<file path="config.mk">
export PLATFORM = sky130hd
export DESIGN_NAME = irq_sequencer
export DESIGN_NICKNAME = d
export VERILOG_FILES = /design/src/rtl/irq_pkg.sv /design/src/rtl/irq_picker.sv /design/src/rtl/irq_sequencer.sv
export SDC_FILE = /design/constraint.sdc
export NUM_CORES = 1
export LEC_CHECK = 0
export CORE_ASPECT_RATIO = 1.25
export CORE_MARGIN = 8
export CORE_UTILIZATION = 35
export CTS_CLUSTER_DIAMETER = 120
export DETAILED_ROUTE_END_ITERATION = 16
export MAX_ROUTING_LAYER = met4
export PLACE_DENSITY = 0.65
export SLEW_MARGIN = 0
export SYNTH_ARGS = -nofsm -noshare
export SYNTH_HDL_FRONTEND = slang
export SYNTH_SLANG_ARGS = --single-unit
</file>
<file path="constraint.sdc">
create_clock -name clk -period 2.92 [get_ports clk]
set_clock_uncertainty 0.05 [all_clocks]
set_input_delay 0.292 -clock clk [delete_from_list [all_inputs] [get_ports clk]]
set_output_delay 0.292 -clock clk [all_outputs]
set_load 0.01 [all_outputs]
</file>
<file path="src/rtl/irq_pkg.sv">
// Shared definitions for the interrupt sequencer: FSM state encoding,
// cause-index width, the trap register number and a one-hot helper.
package irq_pkg;

    typedef enum logic [1:0] {
        IDLE     = 2'd0,
        ARMED    = 2'd1,
        SERVICE  = 2'd2,
        COOLDOWN = 2'd3
    } irq_state_e;

    localparam int         CAUSE_W = 3;
    localparam logic [4:0] K0_REG  = 5'd26;

    // One-hot decode of a cause index, wide enough for the largest source count
    function automatic logic [7:0] cause_onehot(input logic [CAUSE_W-1:0] cause);
        cause_onehot = 8'd1 << cause;
    endfunction

endpackage

</file>
<file path="src/rtl/irq_picker.sv">
// Combinational winner select among the active interrupt sources.
// Default build: fixed priority, lowest index wins.
// With IRQ_ROUND_ROBIN_EN defined: first active index at or after i_ptr,
// wrapping modulo NUM_SRC.
module irq_picker
    import irq_pkg::*;
#(
    parameter int NUM_SRC = 4
) (
    input  logic [NUM_SRC-1:0] i_active,
`ifdef IRQ_ROUND_ROBIN_EN
    input  logic [CAUSE_W-1:0] i_ptr,
`endif
    output logic               o_valid,
    output logic [CAUSE_W-1:0] o_index
);

`ifdef IRQ_ROUND_ROBIN_EN
    // Scan from the pointer upward with wrap; the first hit wins
    always_comb begin
        int   w_j;
        logic w_found;
        o_valid = |i_active;
        o_index = {CAUSE_W{1'b0}};
        w_found = 1'b0;
        w_j     = 0;
        for (int k = 0; k < NUM_SRC; k++) begin
            w_j = int'(i_ptr) + k;
            if (w_j >= NUM_SRC) begin
                w_j = w_j - NUM_SRC;
            end else begin
                w_j = w_j;
            end
            if (i_active[w_j] && !w_found) begin
                o_index = CAUSE_W'(w_j);
                w_found = 1'b1;
            end else begin
                w_found = w_found;
            end
        end
    end
`else
    // Scan from the top down so the lowest active index is the last write
    always_comb begin
        o_valid = |i_active;
        o_index = {CAUSE_W{1'b0}};
        for (int i = NUM_SRC - 1; i >= 0; i--) begin
            if (i_active[i]) begin
                o_index = CAUSE_W'(i);
            end else begin
                o_index = o_index;
            end
        end
    end
`endif

endmodule

</file>
<file path="src/rtl/irq_sequencer.sv">
// Interrupt sequencer for the 5-stage pipeline. Arbitrates masked requests,
// waits for an ID-stage instruction that is safe to replace (valid, not
// stalled, not a branch, not in a delay slot, not kernel code, no exception),
// pulses Interrupt for that one cycle, tracks service until ERET and then
// holds off further injection for HOLDOFF cycles so user code progresses.
// Optional macro: IRQ_ROUND_ROBIN_EN selects round-robin arbitration.
module irq_sequencer
    import irq_pkg::*;
#(
    parameter int NUM_SRC = 4,
    parameter int HOLDOFF = 2
) (
    input  logic               clk,
    input  logic               reset,
    input  logic [NUM_SRC-1:0] irq_req,
    input  logic [NUM_SRC-1:0] irq_mask,
    input  logic               id_valid,
    input  logic               id_stall,
    input  logic               id_branch,
    input  logic               id_kernel,
    input  logic               id_exception,
    input  logic               eret,
    output logic               Interrupt,
    output logic [NUM_SRC-1:0] irq_ack,
    output logic [CAUSE_W-1:0] irq_cause,
    output logic               in_service
);

    localparam logic [3:0] HOLD_INIT = 4'(HOLDOFF);

    irq_state_e           r_state;
    logic [CAUSE_W-1:0]   r_cause;
    logic [NUM_SRC-1:0]   r_ack;
    logic [3:0]           r_cnt;
    logic                 r_delay_slot;

    logic [NUM_SRC-1:0]   w_active;
    logic [NUM_SRC-1:0]   w_cause_oh;
    logic                 w_cause_active;
    logic                 w_safe;
    logic                 w_inject;
    logic                 w_eret_take;
    logic                 w_win_valid;
    logic [CAUSE_W-1:0]   w_win_index;

`ifdef IRQ_ROUND_ROBIN_EN
    logic [CAUSE_W-1:0]   r_ptr;
`endif

    assign w_active       = irq_req & irq_mask;
    assign w_cause_oh     = NUM_SRC'(cause_onehot(r_cause));
    assign w_cause_active = |(w_active & w_cause_oh);
    assign w_safe         = id_valid && !id_stall && !id_branch && !r_delay_slot
                            && !id_kernel && !id_exception;
    // Injection is Mealy: it must land on the very cycle the slot is safe
    assign w_inject       = (r_state == ARMED) && w_cause_active && w_safe;
    assign w_eret_take    = eret && id_valid && !id_stall;

    irq_picker #(
        .NUM_SRC (NUM_SRC)
    ) u_picker (
        .i_active (w_active),
`ifdef IRQ_ROUND_ROBIN_EN
        .i_ptr    (r_ptr),
`endif
        .o_valid  (w_win_valid),
        .o_index  (w_win_index)
    );

    // Remember whether the last instruction to leave ID was a branch/jump,
    // so its delay-slot instruction is never chosen for replacement
    always_ff @(posedge clk or negedge reset) begin
        if (!reset) begin
            r_delay_slot <= 1'b0;
        end else if (id_valid && !id_stall) begin
            r_delay_slot <= id_branch;
        end else begin
            r_delay_slot <= r_delay_slot;
        end
    end

    // Sequencer FSM: arbitrate, arm, inject, serve until ERET, cool down.
    // COOLDOWN lasts HOLDOFF cycles; a HOLDOFF of 1 gives a single cycle.
    always_ff @(posedge clk or negedge reset) begin
        if (!reset) begin
            r_state <= IDLE;
            r_cause <= {CAUSE_W{1'b0}};
            r_ack   <= {NUM_SRC{1'b0}};
            r_cnt   <= 4'd0;
`ifdef IRQ_ROUND_ROBIN_EN
            r_ptr   <= {CAUSE_W{1'b0}};
`endif
        end else begin
            r_ack <= {NUM_SRC{1'b0}};
            case (r_state)
                IDLE: begin
                    if (w_win_valid) begin
                        r_cause <= w_win_index;
                        r_state <= ARMED;
                    end else begin
                        r_state <= IDLE;
                    end
                end
                ARMED: begin
                    if (!w_cause_active) begin
                        // Source withdrew or was masked: spurious, no ack
                        r_state <= IDLE;
                    end else if (w_safe) begin
                        r_state <= SERVICE;
                        r_ack   <= w_cause_oh;
`ifdef IRQ_ROUND_ROBIN_EN
                        if (r_cause == CAUSE_W'(NUM_SRC - 1)) begin
                            r_ptr <= {CAUSE_W{1'b0}};
                        end else begin
                            r_ptr <= r_cause + CAUSE_W'(1);
                        end
`endif
                    end else begin
                        r_state <= ARMED;
                    end
                end
                SERVICE: begin
                    if (w_eret_take) begin
                        r_state <= COOLDOWN;
                        r_cnt   <= HOLD_INIT;
                    end else begin
                        r_state <= SERVICE;
                    end
                end
                COOLDOWN: begin
                    if (r_cnt <= 4'd1) begin
                        r_cnt   <= 4'd0;
                        r_state <= IDLE;
                    end else begin
                        r_cnt   <= r_cnt - 4'd1;
                        r_state <= COOLDOWN;
                    end
                end
                default: begin
                    r_state <= IDLE;
                end
            endcase
        end
    end

    assign Interrupt  = w_inject;
    assign irq_ack    = r_ack;
    assign irq_cause  = r_cause;
    assign in_service = (r_state == SERVICE);

endmodule

</file>
======== After elaboration in Yosys (flattened, before gate mapping) ========
Index checks and enable logic that the tools add are counted.
cells by class
  reductions and logical operators ........ 20
  $lt $le $gt $ge ......................... 1
  add/subtract/negate cells ............... 1
  mux-type cells .......................... 16
  equality and inequality tests ........... 4
  bitwise logic cells ..................... 2
  shifts and indexed selects .............. 1
operator list
  kind                                                  count
  2-to-1 mux 4 bit                                      5
  2-to-1 mux 2 bit                                      7
  logical AND 1 bit                                     9
  bitwise AND 4 bit                                     2
  one-hot mux 2 bit (4 select lines)                    1
  one-hot mux 4 bit (2 select lines)                    1
  OR reduction 4 bit                                    2
  zero test 1 bit                                       5
  equality test 2 bit (second input constant)           2
  <= comparator 4 x 1 -> 1 bit (second input constant)  1
  AND reduction 2 bit                                   2
  left shift 1 x 3 -> 4 bit (first input constant)      1
  subtractor 4 x 1 -> 4 bit (second input constant)     1
  equality test 2 x 1 -> 1 bit (second input constant)  1
  zero test 2 bit                                       1
  2-to-1 mux 1 bit                                      2
  != test 2 x 1 -> 1 bit (second input constant)        1
  nonzero test 2 bit                                    1
storage, ports and cells
  input port bits ......................... 16
  register bits after elaboration ......... 14
  word-level logic and storage cells ...... 50
  output and inout bits ................... 9

======== Depth between registers and ports, before layout ========
Gate-level depths: netlist of the first run.
  depth after elaboration ................. 9
  mapped depth ............................ 6
  mapped depth without buffers ............ 6

======== Cells and area by module ========
A second synthesis of the first run with hierarchy kept.
second synthesis, totals
  cells, all modules ...................... 78
  area, all modules ....................... 810.8 µm²
modules (own cells, without submodules)
  module         times used  cells an instance  area an instance (µm²)  sequential area each (µm²)
  irq_sequencer  1           69                 764.5                   350.3
  irq_picker     1           9                  46.3                    0.0

======== Least setup slack after synthesis of the first run ========
No wires, ideal clock.
  path kind ............................... register to output
  start point ............................. register r_cause[0], in the netlist irq_cause[0]
  end point ............................... output port Interrupt
  slack ................................... 1360 ps
  stages on the path, launching flop included .. 5
  buffers on the path ..................... 0
  data arrival time ....................... 1218 ps
  required time ........................... 2578 ps
  cell sequence ........................... dfrtp_1 > inv_2 > mux4_2 > nand3_2 > inv_1
on the way
  cells in the longest elaborated chain, start to end .. 5
RTL lines
  what                             line                 source
  start, declared                  irq_sequencer.sv:32  logic [CAUSE_W-1:0] r_cause;
  start signal, assigned           irq_sequencer.sv:87  r_cause <= {CAUSE_W{1'b0}};
  start signal, assigned           irq_sequencer.sv:98  r_cause <= w_win_index;
  left shift 1 x 3 -> 4 bit        irq_pkg.sv:17        cause_onehot = 8'd1 << cause;
  bitwise AND 4 bit                irq_sequencer.sv:52  assign w_cause_active = |(w_active & w_cause_oh);
  OR reduction 4 bit               irq_sequencer.sv:52
  logical AND 1 bit (2 in series)  irq_sequencer.sv:56  assign w_inject = (r_state == ARMED) && w_cause_active && w_safe;
  end, declared                    irq_sequencer.sv:23  output logic Interrupt,
Every way passes these cells.

======== Worst setup path in the final report of the first run ========
  start point ............................. input port irq_req[0]
  end point ............................... output port Interrupt
on the way
  cells in the longest elaborated chain, start to end .. 5
RTL lines
  what                             line                 source
  start, declared                  irq_sequencer.sv:15  input logic [NUM_SRC-1:0] irq_req,
  bitwise AND 4 bit                irq_sequencer.sv:50  assign w_active = irq_req & irq_mask;
  bitwise AND 4 bit                irq_sequencer.sv:52
  OR reduction 4 bit               irq_sequencer.sv:52
  logical AND 1 bit (2 in series)  irq_sequencer.sv:56
Every way passes these cells.

==> results.ini, run 1 <==
[yosys]
synth_area_um2=679
synth_mux_area_frac=0.0663
synth_seq_cells=13
ys_warn_count=0
synth_top_family_by_area=simple AND/OR/NAND/NOR gates
ys.flop_type=dfrtp_1
synth_xor_area_frac=0.0129
yosys.cell_count.top_type=dfrtp_1
synth_compound_area_frac=0.122
synthTopCellsByCount=dfrtp_1 (13), nor2_1 (6), and2_1 (5), nand2_1 (5), nor3_1 (5)
netlist.area_leader.share=0.479
synth-edff-count=0
async_reset_ff_frac=1.00
synth_fp_nets=86
synth_fa_ha_area_frac=0.0368
synth_top_area_cell=dfrtp_1
syn-instance-count=68
synth.avg_cell_area_um2=9.99
yosysUniqueCellTypes=28
synth-simple-area-share=0.239
seq_area_frac_synth=0.479
synth_area_leaders=dfrtp_1 (48%), and2_1 (4.6%), ha_1 (3.7%), nor3_1 (3.7%), mux2_2 (3.3%)

[clock_network]
numCtsBuffers=3
root_buffer=clkbuf_4
clk_latency_ns=0.28
post_cts_buffers=0
cts_tree=built
post_cts_resized=0
clock-sinks=13
cts.path.max_buffers=2
cts-hold-fix-buffers=0
htree_levels=1
clk_pin_slew_ns=0.08

[finish]
drive_gt1_frac=0.106
num-fill-cells=189
nets=113
final_area_um2=955
finish.utilization=0.499
multi_input_area_um2=328
diodes=0
area.sequential_um2=325
areaGrowthSynthToFinish_pct=40.5

[power_and_ir_drop]
intPower_mw=0.343
clkPwrFrac=0.218
pwr-share-seq=0.466
combPwrFrac=0.316
p_per_area_nw_per_um2=529
switching_share=0.321
fin_total_pwr_mw=0.505
switching_power_mw=0.162
p_leak_nw=0.420
peakVddDrop_mv=0.268

[setup_path]
slowest_stage=mux4_2
crit_family=buffers and inverters
path_buf_inv=3
startpoint=irq_req[0]
cp-start-kind=input pin
timing.rr.start=r_cnt[0]
path_max_fanout=6
worstPathRequired_ns=2.58
crit_top_cell=clkdlybuf4s50_1
crit_chain=clkdlybuf4s50_1 -> and2_0 -> mux4_2 -> nand3_2 -> inv_1 -> clkdlybuf4s50_1
critPathCaptureType=output pin
critPathKind=in -> out
max_stage_delay_ns=0.50
crit_arrival_ns=2.01

[sta]
post-route-period-util=0.804
worst-slew-pin-transition_ns=0.593
slew_violations=0
rsz0062_at_grt=no
fmax_mhz=426
period_minus_slack_ns=2.35
final.setup.worst_slack_ns=0.573
setup_tns_ns=0
setup_viol=0
relSlewSlack=0.604
finalHoldViolCount=0

[global_route]
grt_max_degree=14
grt_first_pass_wirelength_mm=2.62
grt_usage=0.0908
antenna_found_initial=0
grt_pass1_vias=601
gr-total-overflow=0

[min_path]
hold_path_class=in -> async

[floorplan]
die_h_um=65.3
initial_utilization=0.355
die_w_um=55.4
ios=25
fp.coreArea_um2=1910
num_rows=18
die_area_um2=3620

[route]
routed.top_layer=met4
drc_errors=0
wl_met1_um=648
dr_wl_met3_um=31
dr.pass1.iters=4
totalWireLength_mm=1.51
postRouteAntennaNets=0
routed_via_density=5.12
route.met2.wl_um=787
vias=584
drtIter0Drc=11
detail_route.wl_per_cell_um=13.2

[outcome]
outcome=finished clean

[placed_design]
placedInstanceArea_um2=927
dp_hpwl_mm=1.22
dp_slack_ns=0.569
gp_congestion=0.767
io_buffer_count=23

[run]
maxCapViolCount=0

sequential cells by signal (all words and copies together) (netlist names):
signal,cells
irq_ack,4
r_state,2
irq_cause,2
r_delay_slot,1
r_cnt,4
cell usage in the layout, fill, tap and decap left out, drive strengths merged:
| cell type | synthesis | layout |
|---|---|---|
| and2 | 6 | 6 |
| inv | 5 | 5 |
| dfrtp | 13 | 13 |
| o21bai | 1 | 1 |
| nor4 | 1 | 1 |
| mux2 | 2 | 2 |
| xnor2 | 1 | 1 |
| o21a | 2 | 2 |
| ha | 2 | 2 |
| nand2 | 5 | 5 |
| conb | 1 | 1 |
| and3b | 1 | 1 |
| clkbuf | 0 | 3 |
| o2111ai | 1 | 1 |
| nand3b | 1 | 1 |
| a21o | 1 | 1 |
| o21ai | 3 | 3 |
| clkinv | 0 | 1 |
| nor3 | 5 | 5 |
| nand3 | 1 | 1 |
| a21oi | 2 | 2 |
| mux4 | 1 | 1 |
| nor2 | 6 | 6 |
| clkdlybuf4s50 | 0 | 23 |
| o22ai | 1 | 1 |
| nor3b | 1 | 1 |
| o31ai | 1 | 1 |
| nor2b | 3 | 3 |
kinds of logic (layout without fill, tap and decap cells):
family | Yosys count | in the layout
other cells | 1 | 1
buf+inv | 6 | 32
compound gates | 12 | 12
simple gates | 30 | 30
flops | 13 | 13
mux | 3 | 3
xor+xnor | 1 | 1
fa+ha+maj | 2 | 2
power groups by stage:
stage,combinational (mW),sequential (mW),clock [mW]
floorplan,0.0869,0.238,0
global placement,0.159,0.236,0
detailed placement,0.161,0.237,0
CTS,0.161,0.234,0.117
global route,0.173,0.240,0.130
finish,0.160,0.235,0.110
final cells by class:
class,instances,share of cell area
clock buffer,3,0.0236
clock inverter,1,0.00524
inverter,5,0.0197
multi-input combinational,49,0.343
sequential,13,0.341
tap,20,0.0262
timing repair buffer,23,0.241
metrics by stage:
step / instances / hold slack [ns]
2_1_floorplan: 68 / -0.0536
3_3_place_gp: 110 / 0.446
3_5_place_dp: 110 / 0.458
4_1_cts: 114 / 0.348
5_1_grt: 114 / 0.361
6_report: 114 / 0.334
final timing paths:
check | slack [ns] | end | cells past startpoint
worst min register to register | 0.47 | r_delay_slot | 1
worst min-delay path | 0.33 | irq_ack[0] | 1
min in group clk | 0.47 | r_delay_slot | 1
max in group asynchronous | 2.10 | r_cnt[2] | 1
worst max-delay path | 0.57 | Interrupt | 6
worst max register to register | 1.28 | r_cnt[2] | 6
routing by layer:
metal / track usage / vias up
met5: - / -
met2: 0.149 / 17
li1: - / 283
met1: 0.0921 / 280
met4: 0.0741 / 0
met3: 0.0193 / 4
Note: power is estimated with default switching activity, not from simulation.
==> run 2: changes to the inputs <==
==> constraint.sdc (replaced) <==
create_clock -name clk -period 2.3 [get_ports clk]
set_clock_uncertainty 0.05 [all_clocks]
set_input_delay 0.23 -clock clk [delete_from_list [all_inputs] [get_ports clk]]
set_output_delay 0.23 -clock clk [all_outputs]
set_load 0.01 [all_outputs]
==> run 2 against run 1 <==
  * Global-route usage is 0.23 points lower
  * Clock power increased by 28%
  * Critical path depth is 1 lower
  * Worst setup slack worse by 0.48 ns
  * Via count increased by 1.0%
  * Flip-flop and latch count did not move
  * Critical endpoint unchanged
  * Largest cell class unchanged
==> results.ini, run 2 (synthesized netlist as in run 1, its figures left out) <==
[setup_path]
crit_chain=inv_2 -> mux4_2 -> nand3_2 -> inv_1 -> clkdlybuf4s50_1
cp-start-kind=register
critPathCaptureType=output pin
crit_arrival_ns=1.93
worstPathRequired_ns=2.02
slowest_stage=mux4_2
critPathKind=reg -> out
path_max_fanout=4
max_stage_delay_ns=0.52

[global_route]
grt_use_met1=0.0924
grt_pass1_vias=617
met3_usage=0.0116
grt_busiest_layer=met2
grt_usage=0.0885
grt_max_degree=14
grt_first_pass_wirelength_mm=2.56
grt.met2_usage=0.146
gr-total-overflow=0
antenna_found_initial=0

[sta]
relSlewSlack=0.618
post-route-period-util=0.960
finalHoldViolCount=0
final.setup.worst_slack_ns=0.0931
worst-slew-pin-transition_ns=0.570
rsz0062_at_grt=no
period_minus_slack_ns=2.21
fmax_mhz=453
setup_tns_ns=0
setup_viol=0
slew_violations=0

[finish]
drive_gt1_frac=0.125
stdcell_count=116
num-fill-cells=185
area.sequential_um2=325
final_area_um2=970
final_common_cell=clkdlybuf4s50_1
diodes=0
nets=115
multi_input_area_um2=328
areaGrowthSynthToFinish_pct=42.7
layout_common_cells=clkdlybuf4s50_1 (23), dfrtp_1 (13), nor2_1 (6)

[route]
routed_via_density=5.09
totalWireLength_mm=1.48
detail_route.wl_per_cell_um=12.8
postRouteAntennaNets=0
drtIter0Drc=3
dr.pass1.iters=4
drc_errors=0
vias=590

[outcome]
outcome=finished clean

[floorplan]
die_h_um=65.3
die_w_um=55.4
ios=25
fp.coreArea_um2=1910
die_area_um2=3620
initial_utilization=0.355
num_rows=18

[clock_network]
clk_pin_slew_ns=0.08
cts_tree=built
numCtsBuffers=3
clk_latency_ns=0.27
cts.path.max_buffers=2
root_buffer=clkbuf_4
htree_levels=1
clock-sinks=13

[placed_design]
gp_congestion=0.817
dp_hpwl_mm=1.22
place_inst=111
io_buffer_count=23
placedInstanceArea_um2=935
dp_slack_ns=0.117

[power_and_ir_drop]
p_per_area_nw_per_um2=674
peakVddDrop_mv=0.404
p_leak_nw=0.429
fin_total_pwr_mw=0.654

[min_path]
hold_path_class=in -> async

[run]
maxCapViolCount=0

run 2: cell types whose count changed in the layout (fill, tap and decap cells not counted), sizes merged:
| cell | change |
|---|---|
| buf | +2 |
run 2: what timing repair did:
item	4_1_cts	5_1_grt
buffers inserted	0	1
endpoints found under the setup margin	0	1
hold buffers	0	0
gates resized for setup	0	0
run 2: final timing paths:
check	slack, ns	cells after the start	startpoint	end
worst max-delay path	0.09	5	irq_cause[0]	Interrupt
worst min-delay path	0.26	1	reset	irq_cause[1]
worst max register to register	0.68	6	r_cnt[0]	r_cnt[2]
worst min register to register	0.46	1	irq_cause[0]	irq_ack[2]
max in group asynchronous	1.56	1	reset	r_cnt[1]
min in group clk	0.46	1	irq_cause[0]	irq_ack[2]
run 2: cell type report:
cell class	instances	share of cell area
inverter	5	0.0194
clock inverter	1	0.00516
timing repair buffer	25	0.253
sequential	13	0.335
clock buffer	3	0.0232
tap	20	0.0258
multi-input combinational	49	0.338
run 2: report_power, final:
part | internal, mW | total (mW) | switching [mW]
registers | 0.260 | 0.295 | 0.0347
clock network | 0.0645 | 0.141 | 0.0768
logic | 0.122 | 0.218 | 0.0962
total | 0.446 | 0.654 | 0.208
run 2: per-layer routing:
layer / up-vias / routed length (um)
met5: - / 0
met4: 0 / 39
met3: 4 / 44
met2: 17 / 767
met1: 283 / 631
li1: 286 / -
run 2: through the flow:
step                      hold WS (ns)  utilization
final                            0.263        0.507
after global routing             0.301        0.507
after CTS                        0.285        0.503
after detailed placement         0.449        0.488
after global placement           0.445        0.488
after floorplan                 -0.116            -
run 2: worst max-delay path: cells and delay by family (launching register included):
| family | cells | cell delay (ns) |
|---|---|---|
| mux | 1 | 0.52 |
| flops | 1 | 0.42 |
| buf+inv | 3 | 0.61 |
| simple gates | 1 | 0.10 |
